**src/rtl/dmem_arbiter.sv**
```systemverilog
// ============================================================================
// dmem_arbiter : two-port (CPU / DMA) round-robin arbiter for banked data memory
// Revision     : 1.0
// ============================================================================
`default_nettype none

module dmem_arbiter #(
  parameter int unsigned RD_LAT = 2
) (
  input  logic        clk,
  input  logic        reset,
  input  logic        a_req,
  input  logic        a_rw,
  input  logic [31:0] a_addr,
  input  logic [31:0] a_wdata,
  output logic        a_ack,
  output logic [31:0] a_rdata,
  output logic        a_err,
  input  logic        b_req,
  input  logic        b_rw,
  input  logic [31:0] b_addr,
  input  logic [31:0] b_wdata,
  output logic        b_ack,
  output logic [31:0] b_rdata,
  output logic        b_err,
  output logic [31:0] mem_addr,
  output logic [31:0] mem_dataIn,
  output logic        mem_readWrite,
  input  logic [31:0] mem_rdata,
  output logic        busy,
  output logic        grant_b
);

  localparam logic [1:0] S_IDLE  = 2'd0;
  localparam logic [1:0] S_ISSUE = 2'd1;
  localparam logic [1:0] S_WAIT  = 2'd2;
  localparam logic [1:0] S_DONE  = 2'd3;

  localparam logic [2:0] CNT_LOAD = 3'(RD_LAT - 1);

  logic [1:0]  state_q, state_d;
  logic [2:0]  cnt_q, cnt_d;
  logic        last_b_q, last_b_d;
  logic        grant_b_q, grant_b_d;
  logic        rw_q, rw_d;
  logic        busy_q, busy_d;
  logic        a_ack_q, a_ack_d, b_ack_q, b_ack_d;
  logic        a_err_q, a_err_d, b_err_q, b_err_d;
  logic [31:0] a_rdata_q, a_rdata_d, b_rdata_q, b_rdata_d;
  logic [31:0] mem_addr_q, mem_addr_d;
  logic [31:0] mem_data_q, mem_data_d;
  logic        mem_rw_q, mem_rw_d;

  // Arbitration: B wins only if A is idle or A was served last.
  logic        any_req, pick_b, sel_rw, in_range;
  logic [31:0] sel_addr, sel_wdata;

  always_comb begin
    any_req   = a_req | b_req;
    pick_b    = b_req & (~a_req | ~last_b_q);
    sel_rw    = pick_b ? b_rw    : a_rw;
    sel_addr  = pick_b ? b_addr  : a_addr;
    sel_wdata = pick_b ? b_wdata : a_wdata;
    in_range  = (sel_addr[31:13] == 19'd0);
  end

  always_ff @(posedge clk) begin
    if (!reset) begin
      state_q    <= S_IDLE;
      cnt_q      <= 3'd0;
      last_b_q   <= 1'b1;
      grant_b_q  <= 1'b0;
      rw_q       <= 1'b0;
      busy_q     <= 1'b0;
      a_ack_q    <= 1'b0;
      b_ack_q    <= 1'b0;
      a_err_q    <= 1'b0;
      b_err_q    <= 1'b0;
      a_rdata_q  <= 32'd0;
      b_rdata_q  <= 32'd0;
      mem_addr_q <= 32'd0;
      mem_data_q <= 32'd0;
      mem_rw_q   <= 1'b0;
    end else begin
      state_q    <= state_d;
      cnt_q      <= cnt_d;
      last_b_q   <= last_b_d;
      grant_b_q  <= grant_b_d;
      rw_q       <= rw_d;
      busy_q     <= busy_d;
      a_ack_q    <= a_ack_d;
      b_ack_q    <= b_ack_d;
      a_err_q    <= a_err_d;
      b_err_q    <= b_err_d;
      a_rdata_q  <= a_rdata_d;
      b_rdata_q  <= b_rdata_d;
      mem_addr_q <= mem_addr_d;
      mem_data_q <= mem_data_d;
      mem_rw_q   <= mem_rw_d;
    end
  end

  always_comb begin
    state_d   = state_q;
    cnt_d     = cnt_q;
    last_b_d  = last_b_q;
    grant_b_d = grant_b_q;
    rw_d      = rw_q;
    case (state_q)
      S_IDLE: begin
        if (any_req) begin
          grant_b_d = pick_b;
          last_b_d  = pick_b;
          rw_d      = sel_rw;
          state_d   = in_range ? S_ISSUE : S_DONE;
        end
      end
      S_ISSUE: begin
        if (rw_q) begin
          state_d = S_DONE;
        end else begin
          state_d = S_WAIT;
          cnt_d   = CNT_LOAD;
        end
      end
      S_WAIT: begin
        if (cnt_q == 3'd0) begin
          state_d = S_DONE;
        end else begin
          cnt_d = cnt_q - 3'd1;
        end
      end
      default: state_d = S_IDLE;
    endcase
  end

  // Outputs are computed for the state being entered, so every port is a flop.
  always_comb begin
    busy_d     = (state_d != S_IDLE);
    a_ack_d    = 1'b0;
    b_ack_d    = 1'b0;
    a_err_d    = 1'b0;
    b_err_d    = 1'b0;
    a_rdata_d  = a_rdata_q;
    b_rdata_d  = b_rdata_q;
    mem_addr_d = mem_addr_q;
    mem_data_d = mem_data_q;
    mem_rw_d   = 1'b0;
    case (state_q)
      S_IDLE: begin
        if (any_req && in_range) begin
          mem_addr_d = {19'd0, sel_addr[12:0]};
          mem_data_d = sel_wdata;
          mem_rw_d   = sel_rw;
        end else if (any_req) begin
          if (pick_b) begin
            b_ack_d   = 1'b1;
            b_err_d   = 1'b1;
            b_rdata_d = 32'd0;
          end else begin
            a_ack_d   = 1'b1;
            a_err_d   = 1'b1;
            a_rdata_d = 32'd0;
          end
        end
      end
      S_ISSUE: begin
        if (rw_q) begin
          a_ack_d = ~grant_b_q;
          b_ack_d = grant_b_q;
        end
      end
      S_WAIT: begin
        if (cnt_q == 3'd0) begin
          a_ack_d = ~grant_b_q;
          b_ack_d = grant_b_q;
          if (grant_b_q) begin
            b_rdata_d = mem_rdata;
          end else begin
            a_rdata_d = mem_rdata;
          end
        end
      end
      default: ;
    endcase
  end

  assign a_ack         = a_ack_q;
  assign b_ack         = b_ack_q;
  assign a_err         = a_err_q;
  assign b_err         = b_err_q;
  assign a_rdata       = a_rdata_q;
  assign b_rdata       = b_rdata_q;
  assign mem_addr      = mem_addr_q;
  assign mem_dataIn    = mem_data_q;
  assign mem_readWrite = mem_rw_q;
  assign busy          = busy_q;
  assign grant_b       = grant_b_q;

endmodule

`default_nettype wire

```
**config.mk**
```make
export PLATFORM = sky130hd
export DESIGN_NAME = dmem_arbiter
export DESIGN_NICKNAME = d
export VERILOG_FILES = /design/src/rtl/dmem_arbiter.sv
export SDC_FILE = /design/constraint.sdc
export NUM_CORES = 1
export LEC_CHECK = 0
export CAP_MARGIN = 20
export CELL_PAD_IN_SITES_DETAIL_PLACEMENT = 1
export CELL_PAD_IN_SITES_GLOBAL_PLACEMENT = 2
export CORE_UTILIZATION = 21
export DETAILED_ROUTE_END_ITERATION = 7
export PLACE_DENSITY = 0.76
export SETUP_SLACK_MARGIN = 0.2
export SLEW_MARGIN = 0
export SYNTH_ARGS = -nofsm -noshare
export SYNTH_HDL_FRONTEND = slang
export SYNTH_SLANG_ARGS = --single-unit
```
**constraint.sdc**
```tcl
create_clock -name clk -period 2.25 [get_ports clk]
set_input_delay 0.5625 -clock clk [delete_from_list [all_inputs] [get_ports clk]]
set_output_delay 0.5625 -clock clk [all_outputs]
set_load 0.02 [all_outputs]
```
# Word level (Yosys, flattened, before mapping)
# Index checks and enable logic that the tools add are counted.
[totals]
regBits = 123
latchBits = 0
ram_bits = 0
rom_bits = 0
inputBits = 166
elab_cells = 82
mem_count = 0
[op_classes]
add_sub_neg = 1
n_mul = 0
n_div = 0
order_cmp = 0
eq_ne = 11
shifts = 0
mux = 35
bitwise = 6
reduce_logical = 14
[op_table]
columns = ["cell", "count"]
rows = [
  ["2-to-1 mux 32 bit", 12],
  ["case mux 32 bit (2 select lines)", 2],
  ["logical NOT 19 bit", 1],
  ["!= test 2 bit, second input constant", 9],
  ["2-to-1 mux 1 bit", 12],
  ["AND reduction 6 bit", 2],
  ["2-to-1 mux 2 bit", 3],
  ["2-to-1 mux 3 bit", 2],
  ["case mux 1 bit (3 select lines)", 2],
  ["case mux 2 bit (3 select lines)", 1],
  ["case mux 3 bit (2 select lines)", 1],
  ["AND reduction 2 bit", 3],
  ["AND reduction 3 bit", 2],
  ["nonzero test 2 bit", 3],
  ["logical NOT 3 bit", 1],
  ["inverter 1 bit", 3],
  ["subtractor 3 x 1 -> 3 bit, second input constant", 1],
  ["equality test 2 x 1 -> 1 bit, second input constant", 1],
  ["equality test 2 bit, second input constant", 1],
  ["logical NOT 2 bit", 1],
  ["bitwise OR 1 bit", 2],
  ["bitwise AND 1 bit", 1],
  ["logical AND 1 bit", 1],
]

# Logic depth before layout (Yosys ltp)
[logic_depth]
ltp_word = 9
ltp_mapped = 9
ltp_nobuf = 7

# Worst setup path after synthesis
# OpenSTA, ideal clock, no wires.
[synth_timing]
path_kind = "input port to flip-flop"
startpoint = "input port a_addr[24]"
endpoint = "register b_rdata_q[10], in the netlist b_rdata[10]"
setup_time_ns = 0.072
arrival_ns = 2.007
t_required_ns = 2.178
slack_ns = 0.172
cell_stages = 6
path_buffers = 2
path_cell_list = "or4_1 o32ai_2 or3_1 buf_4 buf_6 mux2i_1"
[synth_via]
elab_chain_cells = 5
[synth_rtl]
columns = ["element", "line_no", "rtl"]
rows = [
  ["start, declared", "14", "input logic [31:0] a_addr,"],
  ["2-to-1 mux 32 bit", "62", "sel_addr = pick_b ? b_addr : a_addr;"],
  ["logical NOT 19 bit", "64", "in_range = (sel_addr[31:13] == 19'd0);"],
  ["logical AND 1 bit", "151", "if (any_req && in_range) begin"],
  ["!= test 2 bit (no line)", "n/a", ""],
  ["AND reduction 6 bit (no line)", "n/a", ""],
  ["end signal, assigned", "96", "b_rdata_q <= b_rdata_d;"],
  ["end, declared", "49", "logic [31:0] a_rdata_q, a_rdata_d, b_rdata_q, b_rdata_d;"],
]
# No other way between the ends.
# A chain may end at the register's enable or synchronous reset.

# Worst setup path in the final report
[layout_timing]
startpoint = "input port a_addr[30]"
endpoint = "register a_rdata_q[30], in the netlist a_rdata[30]"
[layout_via]
elab_chain_cells = 5
[layout_rtl]
columns = ["element", "line_no", "rtl"]
rows = [
  ["2-to-1 mux 32 bit", "62", ""],
  ["logical NOT 19 bit", "64", ""],
  ["logical AND 1 bit", "151", ""],
  ["!= test 2 bit (no line)", "n/a", ""],
  ["AND reduction 6 bit (no line)", "n/a", ""],
  ["end signal, assigned", "95", "a_rdata_q <= a_rdata_d;"],
  ["end, declared", "49", ""],
]
# No other way between the ends.

==> metrics.md <==
| Metric | Value |
|---|---|
| Worst ir drop on vdd | 0.464 mV |
| Most Crowded Layer GR | met2 |
| Post-synthesis sequential area ratio | 0.454 |
| Avg WL per Cell | 15.7 um |
| GPL Wtd Cong | 0.731 |
| Clock sink count | 123 |
| PwrDens | 1000 nW/um2 |
| Synth Instances | 575 |
| Hold Path Class | input pin to flip-flop |
| HPWL Detailed | 14300 um |
| WHS | 0.431 ns |
| Most used DFF post-synth | dfxtp_1 |
| Gate power share | 0.423 |
| Setup crit start kind | input pin |
| Final setup viols | 0 |
| Main area contributors after synthesis | dfxtp_1 45%, mux2i_1 20%, nand2_1 7.0% |
| Most frequent cells in the layout | 237 x clkdlybuf4s50_1, 121 x dfxtp_1, 109 x mux2i_1 |
| RSZ-0062 raised after global routing | true |
| Async set or reset register ratio after synthesis | 0 |
| Crit-path max FO | 6 |
| CP dominant cell by count | buf_6 |
| Vias/cell | 4.26 |
| Post-Route Utilization | 0.388 |
| 1st-iter DRT viols | 121 |
| Clock power share | 0.314 |
| Die H | 163 um |
| Cell taking the most area after synthesis | dfxtp_1 |
| Global Route Usage Sum | 0.147 |
| Port Buffers | 281 |
| Largest net degree at the start of global routing | 65 |
| # IOs | 301 |
| Clock latency on the worst-skew pair | 0.42 ns |
| Setup TNS Final | 0 ns |
| Worst slew margin | 0.592 |
| Vias in the first global route | 5429 |
| Final global-route overflow total | 0 |
| Fin crit period | 2.02 ns |
| Worst Skew | 0.0132 ns |
| Yosys top cell area share | 0.454 |
| Core footprint | 25300 um2 |
| Clock-pin slew on the worst setup and hold paths | 0.06 ns |
| Max_cap viols | 0 |
| Fill cell count | 2861 |
| Layout area overhead | 80.6% |
| Via Count | 5259 |
| Final Hold Vio Count | 0 |
| Peak Freq | 494 MHz |
| Synth unique cells | 38 |
| Commonest non-fill, non-tap cell in the layout | clkdlybuf4s50_1 |
| Slew @ Worst Pin | 0.612 ns |
| Routed wire length | 19400 um |
| Placed cell count | 1189 |
| Finished Cell Area | 9790 um2 |
| Initial antenna violation count | 0 |
| Synth warn | 0 |
| First-pass GRT wire length | 29900 um |
| Met1 capacity usage during global routing | 0.180 |
| Worst path max stage delay | 0.38 ns |
| Total iterations of the first detailed-routing run | 4 |
| Antenna viol nets, final | 0 |
| CTS Buffer Depth | 2 |
| CP cell instances | clkbuf_2 -> or3_4 -> nand4b_1 -> o32ai_4 -> buf_6 -> buf_6 -> nor3_4 -> buf_12 -> buf_16 -> mux2i_2 |
| Crit path kind | input pin to flip-flop |
| Critical Path RT | 2.58 ns |
| CTS Buf Count | 17 |
| Switching share of power | 0.321 |
| Post-Synthesis Mean Instance Area | 9.42 um2 |
| CTS tree | built |
| Synthesized flop and latch total | 123 |
| Met2 Resource Use GR | 0.245 |
| Placed cell areas | 8790 um2 |
| Net Sw Power | 3150 uW |
| N_diodes | 0 |
| Critical Path Sink Type | flip-flop |
| Post-route insts no fill | 1234 |
| Number of enable flip-flop cells after synthesis | 0 |
| Chip Width | 163 um |
| DR DRC count | 0 |
| Row Count | 58 |
| Grt met3 use | 0.0497 |
| H-tree levels | 4 |
| Run status | finished clean |
| Initial Util | 0.215 |
| Pleak | 0.00385 uW |
| Reg power frac | 0.263 |
| Die area | 26500 um2 |
| Layout cells sized above 1 | 0.140 |
| Final worst path period share | 0.899 |
| CTS root buffer | clkbuf_16 |
| Critical path arrival | 2.35 ns |
| Mapped Area | 5420 um2 |
| Max-slew violation count | 0 |
| Int Pwr | 6660 uW |
| Nets | 1064 |
| Slowest cell on crit path | or3_4 |
## power by group through the flow
stage               clock [uW]  combinational [uW]  sequential [uW]
floorplan                    0                1860             2850
global placement             0                3520             2620
detailed placement           0                3540             2630
CTS                       3170                4080             2590
global route              3290                4420             2610
finish                    3080                4150             2580
## layer usage
metal	wire (um)	up-vias	part of all wire
met5	0	-	0
met4	158	0	0.0081
met3	1440	14	0.074
met2	9300	210	0.48
met1	8520	2436	0.44
li1	-	2599	-
## per-stage QoR
stage	power, uW	worst slack [ns]
after CTS	9840	0.201
after global routing	10300	0.186
after floorplan	4710	0.200
after global placement	6140	-0.645
final	9810	0.228
after detailed placement	6170	-0.660
## registers in the layout (all words and copies together), names as in the netlist
name           count
a_ack              1
a_err              1
a_rdata           32
b_ack              1
b_err              1
b_rdata           32
busy               1
cnt_q              3
grant_b            1
last_b_q           1
mem_addr          13
mem_dataIn        32
mem_readWrite      1
rw_q               1
state_q            2
## critical path, delay by kind of cell
family,cells,cell delay (ns)
AND/OR/NAND/NOR,3,0.64
buffers and inverters,5,0.62
AO/OA/AOI/OAI,1,0.32
multiplexers,1,0.18
## logic make-up (layout without fill, tap and decap cells)
group                      after synthesis  count (layout)  share of synthesized area
other                                    1              19                   0.000692
and+or+nand+nor                        194             194                      0.152
adders and majority gates                6               6                     0.0139
DFF                                    123             123                      0.454
AOI/OAI and AO/OA                       73              73                     0.0965
buffers and inverters                   68             379                     0.0794
muxes                                  110             110                      0.203
## synth_stat cells (2+ instances only)
library cell and n:
nor2_1 55, nor4_1 12, nand2b_1 3, nand3_1 4, buf_2 8, nand4b_1 2
o21ai_0 8, buf_4 20, nand4_1 2, inv_1 9, o22ai_1 2, dfxtp_1 123
a31oi_1 2, o32a_1 2, nor3_1 6, ha_1 6, clkbuf_1 17, or2_2 2
nand2_1 101, or3_1 2, buf_6 12, a211oi_1 47, mux2i_1 110, a21oi_1 6
## area by class of cell
cell class                 count  area, um2  area share
timing repair buffer         338       3450       0.353
clock buffer                  18        439      0.0449
inverter                      10       37.5     0.00384
clock inverter                13        215      0.0220
multi-input combinational    402       2760       0.282
sequential                   123       2460       0.252
tap                          330        413      0.0422
## what timing repair did
action | 4_1_cts | 5_1_grt
setup endpoints to repair | 117 | 114
hold buffers | 0 | 0
setup buffers | 6 | 3
cloned | 4 | 1
endpoints found under the hold margin | 0 | 0
pin swaps | 13 | 13
resized for setup | 63 | 42
## final timing paths
kind	to	cells past startpoint	slack, ns	start
worst max register to register	a_rdata[30]	10	0.26	state_q[0]
worst min register to register	a_rdata[17]	2	0.46	a_rdata[17]
worst max-delay path	a_rdata[30]	10	0.23	a_addr[30]
worst min-delay path	last_b_q	2	0.43	reset
Power figures use the tool's default switching activity.
==> edit 1, RTL diff (config.mk and constraints unchanged) <==
Take the reset off `a_rdata_q`, `b_rdata_q`, `mem_addr_q` and `mem_data_q` and load them in a clocked block of their own.
--- a/src/rtl/dmem_arbiter.sv
+++ b/src/rtl/dmem_arbiter.sv
@@ -76,10 +76,6 @@
       b_ack_q    <= 1'b0;
       a_err_q    <= 1'b0;
       b_err_q    <= 1'b0;
-      a_rdata_q  <= 32'd0;
-      b_rdata_q  <= 32'd0;
-      mem_addr_q <= 32'd0;
-      mem_data_q <= 32'd0;
       mem_rw_q   <= 1'b0;
     end else begin
       state_q    <= state_d;
@@ -92,12 +88,15 @@
       b_ack_q    <= b_ack_d;
       a_err_q    <= a_err_d;
       b_err_q    <= b_err_d;
-      a_rdata_q  <= a_rdata_d;
-      b_rdata_q  <= b_rdata_d;
-      mem_addr_q <= mem_addr_d;
-      mem_data_q <= mem_data_d;
       mem_rw_q   <= mem_rw_d;
     end
+  end
+
+  always_ff @(posedge clk) begin
+    a_rdata_q  <= a_rdata_d;
+    b_rdata_q  <= b_rdata_d;
+    mem_addr_q <= mem_addr_d;
+    mem_data_q <= mem_data_d;
   end
 
   always_comb begin
Formal check against the unedited RTL: not equivalent (Yosys sat finds a counterexample within 4 cycles, from zero or initial values and one cycle with reset low).
==> edit 1 against the original RTL <==
  * Sequential cell count unchanged
  * Combinational power decreased by 9.2%
  * Cell count decreased by 15%
  * Wire length decreased by 13%
  * Synthesized area decreased by 6.6%
  * Setup slack improved by 2.2 ps
  * Power increased by 2.1%
  * First-iteration DRC count increased by 82%
  * Cell area decreased by 7.3%
  * Utilization decreased by 0.21 points
  * Register-to-register slack improved by 100 ps
  * Critical path type unchanged
==> edit 1: results (changes against the original RTL) <==
result of the run complete, no violations; latest clock arrival within the worst-skew pair 400 ps (-20 ps); critical path arrival 2190 ps (-160 ps); origin of the worst min-delay path cnt_q[0]$_SDFFE_PN0P_; met3 track demand over resource 3.47% (-1.5 points); Reg2Reg Depth 7 (-3); fill cell count 2,595 (-9.3%); commonest cells in the netlist 142 x nand2_1, 109 x edfxtp_1, 33 x and2_1, 19 x buf_4, 14 x dfxtp_1; postcts setup bufs 2 (-4); weighted congestion reported at the end of routability-driven placement 0.731 (about the same); reg-to-reg critical path endpoint b_rdata[19]$_DFFE_PP_; wire length on met1 6.37 mm (-25%); largest voltage drop on the vdd net 0.000585 V (+26%); grt met1 use 13.9% (-4.2 points); via count of the first global-routing pass 4,430 (-18%); Max stage delay on crit path 400 ps (+20 ps); cell-internal power 6.68 mW (+0.22%); met2 global-route usage 24.9% (+0.35 points); met3 wirelength from detailed routing 965 um (-33%); total routing usage reported by global routing 13.2% (-1.5 points); Synth cell types 41 (+7.9%); number of cells traversed by the worst hold path 1 (-1); proportion of synthesized chip area in sequential cells 70.2% (+25 points); met2 WL 9.09 mm (-2.2%); number of synthesized flops with an enable pin 109 (+109); post-layout net count 890 (-16%); capture endpoint of the worst hold path cnt_q[0]$_SDFFE_PN0P_; final routed wire length divided by cell count 16.0 um (+1.7%); pin count of the biggest net entering global routing 48 (-26%); leakage 3.57 nW (-7.3%); Hold Crit Class register to register; total via count in the routed design 4,180 (-21%); register-to-register setup slack 360 ps (+100 ps); Combinational Power Share 37.6% (-4.7 points); first-pass GRT wire length 24.2 mm (-19%); cell with the largest stage delay on the worst path clkdlybuf4s50_1; worst clock skew 7.70 ps (-5.51 ps); Slew Limit Headroom 64.0% (+4.8 points); cells taking the most area after synthesis edfxtp_1 65%, nand2_1 11%, dfxtp_1 5.5%; beginning of the critical path b_addr[16]; number of DRC markers after the initial detailed-route iteration 220 (+82%); share of final-layout standard cells stronger than drive strength 1 10.3% (-3.8 points); Post-Route Hold Slack 542 ps (+111 ps); proportion of power drawn by flip-flops and latches 35.7% (+9.4 points); Resized cells post-CTS 21 (-67%); HPWL Detailed 12.6 mm (-12%)
edit 1: cell types whose count changed after synthesis, sizes merged, moves of 3 or more:
cell,unedited run,this run
mux2i,110,2
nand3,4,1
nor3,7,4
clkbuf,17,4
nor4,12,8
nand2,101,142
edfxtp,0,109
nor2,55,10
buf,41,30
and2,1,33
a211oi,47,0
dfxtp,123,14
edit 1: logic make-up (layout without fill, tap and decap cells):
kind of cell,after synthesis,in the layout,share of synthesized area (%)
AO/OA/AOI/OAI,27,27,3.61
buffers and inverters,42,343,4.80
multiplexers,2,2,0.396
AND/OR/NAND/NOR,211,211,19.4
flip-flops,123,123,70.2
other,1,19,0.0741
adder cells (fa/ha/maj),6,6,1.48
edit 1: metrics by stage:
| stage | utilization [%] | setup slack (ps) | instances | area (um2) | total power, mW |
|---|---|---|---|---|---|
| after global placement | 35.5 | -316 | 1014 | 8370 | 7.15 |
| final | 38.5 | 230 | 1050 | 9070 | 10.0 |
| after global routing | 38.5 | 190 | 1050 | 9070 | 10.5 |
| after detailed placement | 35.5 | -358 | 1014 | 8370 | 7.27 |
| after floorplan | - | -8.37 | 430 | 5190 | 5.31 |
| after CTS | 38.4 | 159 | 1050 | 9030 | 10.2 |
edit 1: cell type report:
cell class / count / area [um2] / area share [%]
Sequential cell: 123 / 3550 / 39.2
Multi-Input combinational cell: 265 / 1440 / 15.9
Inverter: 8 / 30.0 / 0.331
Clock buffer: 17 / 425 / 4.69
Clock inverter: 15 / 151 / 1.67
Timing Repair Buffer: 303 / 3080 / 33.9
Tap cell: 319 / 399 / 4.40
edit 1: critical path: cells and delay by family:
kind | cells | cell delay [ps]
compound gates | 1 | 350
simple gates | 4 | 600
buf+inv | 3 | 670
==> edit 2, RTL diff (same flow settings) <==
Without the edit above. Make the reset (`reset`) asynchronous in one clocked block.
--- a/src/rtl/dmem_arbiter.sv
+++ b/src/rtl/dmem_arbiter.sv
@@ -64,7 +64,7 @@
     in_range  = (sel_addr[31:13] == 19'd0);
   end
 
-  always_ff @(posedge clk) begin
+  always_ff @(posedge clk or negedge reset) begin
     if (!reset) begin
       state_q    <= S_IDLE;
       cnt_q      <= 3'd0;
Function: differs if reset is asserted again (counterexample within 4 cycles, from zero or initial values and one cycle with reset low); with reset held inactive, the same outputs for 4 cycles.
==> edit 2 against the original RTL <==
  * The flow now finishes with violations (design-rule violations)
  * Sequential cell count stayed put
  * Clock power is 16% lower
  * Wire length is 36% higher
  * Synthesized area is 22% higher
  * Die area is 22% higher
  * Highest routed layer unchanged
  * Power is 22% higher
  * Via count is 26% higher
  * Cell area is 15% higher
  * Setup slack worse by 88 ps
  * Critical path type is now register to register
  * Largest power group unchanged
==> edit 2: results (changes against the original RTL) <==
fill cell count 3,475 (+21%); met2 WL 13.5 mm (+45%); DRC 34 (+34); Post-Route Hold Slack 68.2 ps (-363 ps); result of the run finished, violations left; Synth cell types 42 (+11%); leakage 5.03 nW (+31%); layout multi-input combinational cell count 517 (+29%); share of flip-flops with an asynchronous set or reset 100% (+100 points); met3 wirelength from detailed routing 1.10 mm (-24%); final-layout non-clock buffer area share 32.6% (-2.7 points); met2 global-route usage 28.8% (+4.3 points); met3 track demand over resource 3.44% (-1.5 points); total routing usage reported by global routing 16.5% (+1.8 points); first-pass GRT wire length 41.2 mm (+38%); worst setup slack after placement -447 ps (+213 ps); worst-margin pin slew 524 ps (-87.4 ps); wire length on met1 11.3 mm (+33%); Max stage delay on crit path 550 ps (+170 ps); number of DRC markers after the initial detailed-route iteration 387 (+220%); drt total wl 26.5 mm (+36%); cell count after placement 1,357 (+14%); commonest cells in the netlist 122 x dfrtp_1, 102 x nand2_1, 79 x mux2i_1, 68 x nor3_1, 59 x o21ai_0; num sequential 123 (unchanged); failing checks design-rule violations; total via count in the routed design 6,630 (+26%); number of search-and-repair iterations in the first detailed-routing pass 7 (+3); register-to-register setup slack 140 ps (-120 ps); Hold Crit Class input port to async pin; post-layout net count 1,175 (+10%); Placed Instance Area 10,000 um2 (+14%); synthesized instance count 713 (+24%); critical path arrival 2420 ps (+70 ps); cell with the largest stage delay on the worst path dfstp_2; worst clock skew 10.6 ps (-2.61 ps); grt met1 use 19.9% (+1.9 points); multi-input gate area in the final layout 3390 um2 (+23%)
edit 2: cell count changes in the layout (fill, tap and decap cells not counted), sizes merged, moves of 12 or more:
cell and delta:
a211oi -47, a221oi +32, and2 +32, clkdlybuf4s50 +12, dfrtp +122, dfxtp -123, mux2i -31, nor2 -47
nor3 +61, o21ai +91, o22ai +30
edit 2: what timing repair did:
action	CTS	global route
resized for setup	37	57
buffers inserted	14	2
pin swaps	9	10
gates cloned	5	2
hold buffers	0	0
setup endpoints to repair	118	130
edit 2: power breakdown:
part           total [mW]  switching [mW]  leakage (nW)  internal (mW)
Clock                2.59            1.14         0.260           1.45
Combinational        6.18            3.44          3.14           2.74
Sequential           3.20           0.419          1.63           2.78
Total                12.0            5.00          5.03           6.98
edit 2: how the worst max path moves through the flow:
stage / startpoint / end / slack, ps / cells after the start
CTS: last_b_q$_DFFE_PN1P_ / b_rdata[2]$_DFFE_PN0P_ / 130 / 10
global route: last_b_q$_DFFE_PN1P_ / b_rdata[2]$_DFFE_PN0P_ / 80 / 10
floorplan: state_q[0]$_DFF_PN0_ / a_rdata[21]$_DFFE_PN0P_ / 210 / 10
detailed placement: b_req / busy$_DFF_PN0_ / -450 / 8
global placement: a_addr[13] / a_ack$_DFF_PN0_ / -360 / 8
finish: last_b_q$_DFFE_PN1P_ / b_rdata[4]$_DFFE_PN0P_ / 140 / 10
edit 2: logic make-up after synthesis:
family                   synth area share, %
AO/OA/AOI/OAI                           16.9
XOR/XNOR                               0.133
adder cells (fa/ha/maj)                 1.14
buffers and inverters                   6.89
flip-flops                              46.6
multiplexers                            12.0
other                                 0.0567
AND/OR/NAND/NOR                         16.4
